`src/rtl/sprite_rom_arbiter_if.sv`:
```
`default_nettype none
// ============================================================================
//  Module      : sprite_rom_arbiter_if
//  Description : Bundle of requester-side and ROM-side signals for the shared
//                sprite ROM arbiter. The arbiter connects through the slave
//                modport; requesters and ROM model connect through master.
//  Revision    : 1.0 - initial release
// ============================================================================
interface sprite_rom_arbiter_if #(
    parameter int N_REQ  = 3,
    parameter int ADDR_W = 16,
    parameter int DATA_W = 24
);
    // Requester side
    logic [N_REQ-1:0]        req;
    logic [N_REQ*ADDR_W-1:0] addr;
    logic [N_REQ-1:0]        gnt;
    logic [DATA_W-1:0]       rdata;
    logic [N_REQ-1:0]        rdata_valid;

    // ROM side
    logic [ADDR_W-1:0]       rom_addr;
    logic                    rom_rd;
    logic [DATA_W-1:0]       rom_q;

    modport slave (
        input  req, addr, rom_q,
        output gnt, rdata, rdata_valid, rom_addr, rom_rd
    );

    modport master (
        output req, addr, rom_q,
        input  gnt, rdata, rdata_valid, rom_addr, rom_rd
    );
endinterface
`default_nettype wire

```
`src/rtl/sprite_rom_arbiter.sv`:
```
`default_nettype none
// ============================================================================
//  Module      : sprite_rom_arbiter
//  Description : Shares one single-port sprite ROM among N_REQ requesters.
//                One requester is granted per cycle (round-robin), its
//                address is driven to the ROM, and the ROM word is returned
//                ROM_LAT+1 cycles later tagged with a one-hot owner valid.
//  Options     : SPRITE_ARB_PRIO0_EN - when defined, requester 0 has strict
//                priority and the remaining requesters round-robin among
//                themselves in cycles where requester 0 is idle.
//  Revision    : 1.0 - initial release
// ============================================================================
module sprite_rom_arbiter #(
    parameter int N_REQ   = 3,   // 2..8
    parameter int ADDR_W  = 16,
    parameter int DATA_W  = 24,
    parameter int ROM_LAT = 2    // 1..4
) (
    input  wire                   Clk,
    input  wire                   Reset_n,
    sprite_rom_arbiter_if.slave   bus
);

    localparam int c_PTR_W = (N_REQ > 1) ? $clog2(N_REQ) : 1;
    localparam logic [c_PTR_W-1:0] c_PTR_RST = c_PTR_W'(N_REQ - 1);

    // Round-robin pointer: index of the most recently granted requester.
    logic [c_PTR_W-1:0] r_rr_ptr;

    // Arbitration results
    logic [N_REQ-1:0]   w_gnt;
    logic               w_any;
    logic [c_PTR_W-1:0] w_gnt_idx;
    logic               w_ptr_upd;
    logic [c_PTR_W-1:0] w_cand;
    logic [ADDR_W-1:0]  w_rom_addr;

    // Owner tag pipeline aligned with the ROM read latency
    logic               r_tag_v  [ROM_LAT];
    logic [N_REQ-1:0]   r_tag_oh [ROM_LAT];

    // Response registers
    logic [DATA_W-1:0]  r_rdata;
    logic [N_REQ-1:0]   r_rdata_valid;

    // Candidate index ptr+step, wrapped into 0..N_REQ-1
    function automatic logic [c_PTR_W-1:0] f_rr_idx(
        input logic [c_PTR_W-1:0] ptr,
        input int                 step
    );
        int v;
        v = (int'(ptr) + step) % N_REQ;
        return c_PTR_W'(v);
    endfunction

    // Grant selection: first asserted request searching from rr_ptr+1
    always_comb begin
        w_gnt     = '0;
        w_any     = 1'b0;
        w_gnt_idx = '0;
        w_ptr_upd = 1'b0;
        w_cand    = '0;
`ifdef SPRITE_ARB_PRIO0_EN
        // Pixel-path lookup is deadline critical: it always wins and does
        // not disturb the rotation among the other requesters.
        if (bus.req[0]) begin
            w_gnt[0]  = 1'b1;
            w_any     = 1'b1;
            w_gnt_idx = '0;
        end else begin
            for (int k = 1; k <= N_REQ; k++) begin
                w_cand = f_rr_idx(r_rr_ptr, k);
                if (!w_any && (w_cand != '0) && bus.req[w_cand]) begin
                    w_gnt[w_cand] = 1'b1;
                    w_any         = 1'b1;
                    w_gnt_idx     = w_cand;
                    w_ptr_upd     = 1'b1;
                end
            end
        end
`else
        for (int k = 1; k <= N_REQ; k++) begin
            w_cand = f_rr_idx(r_rr_ptr, k);
            if (!w_any && bus.req[w_cand]) begin
                w_gnt[w_cand] = 1'b1;
                w_any         = 1'b1;
                w_gnt_idx     = w_cand;
                w_ptr_upd     = 1'b1;
            end
        end
`endif
        // Nothing is granted or driven to the ROM while reset is held.
        if (!Reset_n) begin
            w_gnt     = '0;
            w_any     = 1'b0;
            w_ptr_upd = 1'b0;
        end
    end

    // ROM address mux from the one-hot grant; zero when idle
    always_comb begin
        w_rom_addr = '0;
        for (int i = 0; i < N_REQ; i++) begin
            if (w_gnt[i]) begin
                w_rom_addr = bus.addr[i*ADDR_W +: ADDR_W];
            end
        end
    end

    // Round-robin pointer follows the granted index
    always_ff @(posedge Clk or negedge Reset_n) begin
        if (!Reset_n) begin
            r_rr_ptr <= c_PTR_RST;
        end else if (w_ptr_upd) begin
            r_rr_ptr <= w_gnt_idx;
        end
    end

    // Owner tag shift register: stage ROM_LAT-1 lines up with rom_q
    always_ff @(posedge Clk or negedge Reset_n) begin
        if (!Reset_n) begin
            for (int s = 0; s < ROM_LAT; s++) begin
                r_tag_v[s]  <= 1'b0;
                r_tag_oh[s] <= '0;
            end
        end else begin
            r_tag_v[0]  <= w_any;
            r_tag_oh[0] <= w_gnt;
            for (int s = 1; s < ROM_LAT; s++) begin
                r_tag_v[s]  <= r_tag_v[s-1];
                r_tag_oh[s] <= r_tag_oh[s-1];
            end
        end
    end

    // Capture ROM word for its owner; data holds when no response
    always_ff @(posedge Clk or negedge Reset_n) begin
        if (!Reset_n) begin
            r_rdata       <= '0;
            r_rdata_valid <= '0;
        end else if (r_tag_v[ROM_LAT-1]) begin
            r_rdata       <= bus.rom_q;
            r_rdata_valid <= r_tag_oh[ROM_LAT-1];
        end else begin
            r_rdata_valid <= '0;
        end
    end

    assign bus.gnt         = w_gnt;
    assign bus.rom_rd      = w_any;
    assign bus.rom_addr    = w_rom_addr;
    assign bus.rdata       = r_rdata;
    assign bus.rdata_valid = r_rdata_valid;

endmodule
`default_nettype wire

```
`src/flat_wrapper.sv`:
```
// flat-port wrapper written by rule: the top's interface ports become plain ports
module sprite_rom_arbiter_flat 
#(
    parameter int N_REQ   = 3,          
    parameter int ADDR_W  = 16,
    parameter int DATA_W  = 24,
    parameter int ROM_LAT = 2           
)
  (Clk, Reset_n, bus_req, bus_addr, bus_rom_q, bus_gnt, bus_rdata, bus_rdata_valid, bus_rom_addr, bus_rom_rd);
  sprite_rom_arbiter_if #(.N_REQ(N_REQ), .ADDR_W(ADDR_W), .DATA_W(DATA_W)) bus_i ();
  input  wire Clk;
  input  wire Reset_n;
  input wire logic [$bits(bus_i.req)-1:0] bus_req;
  input wire logic [$bits(bus_i.addr)-1:0] bus_addr;
  input wire logic [$bits(bus_i.rom_q)-1:0] bus_rom_q;
  output wire logic [$bits(bus_i.gnt)-1:0] bus_gnt;
  output wire logic [$bits(bus_i.rdata)-1:0] bus_rdata;
  output wire logic [$bits(bus_i.rdata_valid)-1:0] bus_rdata_valid;
  output wire logic [$bits(bus_i.rom_addr)-1:0] bus_rom_addr;
  output wire logic [$bits(bus_i.rom_rd)-1:0] bus_rom_rd;
  assign bus_i.req = bus_req;
  assign bus_i.addr = bus_addr;
  assign bus_i.rom_q = bus_rom_q;
  assign bus_gnt = bus_i.gnt;
  assign bus_rdata = bus_i.rdata;
  assign bus_rdata_valid = bus_i.rdata_valid;
  assign bus_rom_addr = bus_i.rom_addr;
  assign bus_rom_rd = bus_i.rom_rd;
  sprite_rom_arbiter #(.N_REQ(N_REQ), .ADDR_W(ADDR_W), .DATA_W(DATA_W), .ROM_LAT(ROM_LAT)) u_core (.Clk(Clk), .Reset_n(Reset_n), .bus(bus_i));
endmodule
```
`config.mk`:
```
export PLATFORM = sky130hd
export DESIGN_NAME = sprite_rom_arbiter_flat
export DESIGN_NICKNAME = d
export VERILOG_FILES = /design/src/rtl/sprite_rom_arbiter_if.sv /design/src/rtl/sprite_rom_arbiter.sv /design/src/flat_wrapper.sv
export SDC_FILE = /design/constraint.sdc
export NUM_CORES = 1
export LEC_CHECK = 0
export ABC_AREA = 1
export CORE_UTILIZATION = 50
export CTS_CLUSTER_SIZE = 40
export DETAILED_ROUTE_END_ITERATION = 10
export DONT_BUFFER_PORTS = 1
export MAX_ROUTING_LAYER = met4
export PLACE_DENSITY = 0.7
export SYNTH_ARGS = -nofsm -noshare
export SYNTH_HDL_FRONTEND = slang
export SYNTH_SLANG_ARGS = --single-unit
```
`constraint.sdc`:
```
create_clock -name Clk -period 2.7 [get_ports Clk]
set_input_delay 0.405 -clock Clk [delete_from_list [all_inputs] [get_ports Clk]]
set_output_delay 0.405 -clock Clk [all_outputs]
set_load 0.01 [all_outputs]
```
==> flow_summary.ini <==
[outcome]
status = finished clean

[timing]
rsz0062_at_grt = true
slew_violations = 0
tightest_slew_ns = 0.9243
finalSetupViolCount = 0
skew_ns = 0.003381
setup-tns-final_ns = 0
fmax_mhz = 375.7
finalHoldViolations = 0
worst_slack_ns = 0.03830
fin_crit_sh_pct = 98.58
maxSlewHeadroom_pct = 38.38
period_minus_slack_ns = 2.662

[logic_synthesis]
syn_area_per_cell_um2 = 8.604
synth_area_um2 = 2237
yosysSeqAreaShare_pct = 41.44
synth_top_family_by_area = simple AND/OR/NAND/NOR gates
synth_compound_area_share_pct = 2.125
synthMuxAreaShare_pct = 12.08
synth.area.top_cells = dfrtp_1 40%, mux2_2 12%, nor2_1 11%
yosys.area.top_type = dfrtp_1
synthAdderAreaFrac_pct = 2.237
ys_seq_elements = 37
synth_top_area_share_pct = 40.27
synth_nets = 341
synthSimpleGateAreaFrac_pct = 34.45
ys_warn_count = 0
synthCells = 260
ys_types = 24
synth_xor_area_share_pct = 0

[die]
die_h_um = 68.89
num_io_pins = 124
coreArea_um2 = 4144
std_cell_rows = 23
start_util_pct = 53.99
die_area_um2 = 4746
fp.dieW_um = 68.89

[placed_design]
hpwl_um = 3160
place_worst_setup_slack_ns = 0.2221
placed_cells = 301
globalplace.congestion = 0.9099
port_buffers = 0

[clock_network]
cts_num_sinks = 37
clock_latency_ns = 0.28
cts_buffers = 5
cts-root-buf = clkbuf_8
clk_pin_slew_worst_paths_ns = 0.07
cts_tree = built
clock_path_buffers = 2
htree_num_levels = 2

[routing]
drc = 0
routedWlPerCell_um = 16.60
viasPerCell = 5.698
antenna_left = 0
drt_iter0_markers = 74
vias = 1852
drt-pass1-iter-count = 4
wl_um = 5395

[hold_path]
hp-class = in2reg

[grt]
antenna_found_initial = 0
track_usage_pct = 19.27
grt_first_pass_wirelength_um = 6555
grt.overflow.total = 0
grt_max_degree = 38
grt_pass1_vias = 1510

[finish]
final_nets = 355
fin_cells = 325
layout-drive-gt1-share_pct = 44.36
final_common_cell = nor2_1
final_cell_mix = 38 x nor2_1, 36 x dfrtp_1, 30 x nand2_1, 29 x nand3_1, 28 x nor2_2
syn_to_final_growth_pct = 22.76
num_antenna_cells = 0

[setup_path]
cp.required_ns = 2.30
worstPathArrival_ns = 2.26
endpoint_kind = output port
worstSetupPathType = reg2out
cp_max_fo = 17
cp-start-kind = register

[power]
p_per_area_nw_per_um2 = 1645
finalPower_mw = 4.518
leakage_nw = 1.311
vdd_drop_max_mv = 1.117

[flow_run]
maxCapViolCount = 0
==> power by group <==
part / switching (mW) / internal [mW] / total [mW]
clock: 0.174 / 0.230 / 0.404
sequential: 0.289 / 0.801 / 1.09
combinational: 1.80 / 1.23 / 3.02
total: 2.26 / 2.26 / 4.52
==> cell families (layout without fill, tap and decap cells) <==
family | Yosys count | in the layout
simple gates | 158 | 163
flops | 37 | 37
buf+inv | 31 | 41
mux | 24 | 24
compound gates | 6 | 6
fa+ha+maj | 4 | 4
==> final timing paths <==
kind | start | endpoint | slack, ns | cells after the start
worst max-delay path | u_core.r_rr_ptr[1]$_DFFE_PN1P_ | bus_rom_addr[10] | 0.04 | 12
worst min-delay path | bus_rom_q[18] | u_core.bus.rdata[18]$_DFFE_PN0P_ | 0.28 | 1
worst max register to register | u_core.r_rr_ptr[1]$_DFFE_PN1P_ | u_core.r_tag_oh[4]$_DFF_PN0_ | 0.75 | 10
worst min register to register | u_core.r_tag_oh[3]$_DFF_PN0_ | u_core.r_tag_oh[0]$_DFF_PN0_ | 0.35 | 0
max in group asynchronous | Reset_n | u_core.r_rr_ptr[1]$_DFFE_PN1P_ | 1.86 | 2
min in group asynchronous | Reset_n | u_core.bus.rdata[21]$_DFFE_PN0P_ | 0.59 | 2
==> repair_timing <==
action / 4_1_cts / 5_1_grt
pin swaps: 2 / 15
resized for setup: 8 / 49
hold buffers: 2 / 0
endpoints found under the setup margin: 16 / 19
buffers inserted: 1 / 6
gates cloned: 1 / 6
endpoints found under the hold margin: 37 / 0
==> worst max-delay path, cell delays in order (launching register included) <==
cell and delay (ns):
dfstp_2 0.56, ha_2 0.20, inv_1 0.07, nand3_2 0.09
inv_2 0.07, a21oi_4 0.17, nand3_1 0.13, nand2_2 0.11
nand3_4 0.10, buf_12 0.17, nand2_1 0.06, nor2_1 0.05
nor2_2 0.17
==> registers in the layout, summed over array words and instances, names as in the netlist <==
name	flops
u_core.r_tag_v	2
u_core.r_rr_ptr	2
u_core.bus.rdata_valid	3
u_core.r_tag_oh	6
u_core.bus.rdata	24
==> final cells by class <==
class,count,area [um^2]
fillers,344,1398
multi-input cells,197,1386
flip-flops and latches,37,927.1
repair buffers,14,195.2
clock buffers,7,96.34
inverters,19,73.82
well taps,50,62.56
clock inverters,1,5.005
==> synthesized netlist by cell type <==
| cell type | n |
|---|---|
| dfrtp_1 | 36 |
| nand4_1 | 1 |
| buf_2 | 4 |
| nand4_4 | 1 |
| nand2_2 | 7 |
| nor2_1 | 64 |
| o21ai_2 | 1 |
| nand3_1 | 30 |
| nand2_4 | 3 |
| o21ai_0 | 3 |
| mux2_2 | 24 |
| nand2_1 | 38 |
| buf_4 | 3 |
| nand3_2 | 12 |
| inv_2 | 2 |
| clkbuf_1 | 1 |
| inv_1 | 17 |
| ha_1 | 4 |
| buf_12 | 1 |
| buf_6 | 3 |
| a21oi_4 | 1 |
| nor2_2 | 2 |
| o31ai_1 | 1 |
| dfstp_2 | 1 |
==> per-stage QoR <==
stage               area (um^2)  hold slack (ns)  util, %
floorplan                  2237           0.1094        -
CTS                        2421           0.2663    58.42
detailed placement         2235           0.1104    53.93
finish                     2746           0.2763    66.27
global placement           2235           0.1104    53.93
global route               2746           0.2612    66.27
==> metal layers <==
| metal | vias up | global-route usage (%) | part of all wire [%] |
|---|---|---|---|
| met2 | 97 | 32.52 | 52 |
| met4 | 0 | 7.143 | 0.50 |
| met1 | 877 | 21.14 | 38 |
| li1 | 876 | - | - |
| met5 | - | - | 0 |
| met3 | 2 | 6.086 | 9.3 |
(Power assumes the default switching activity.)
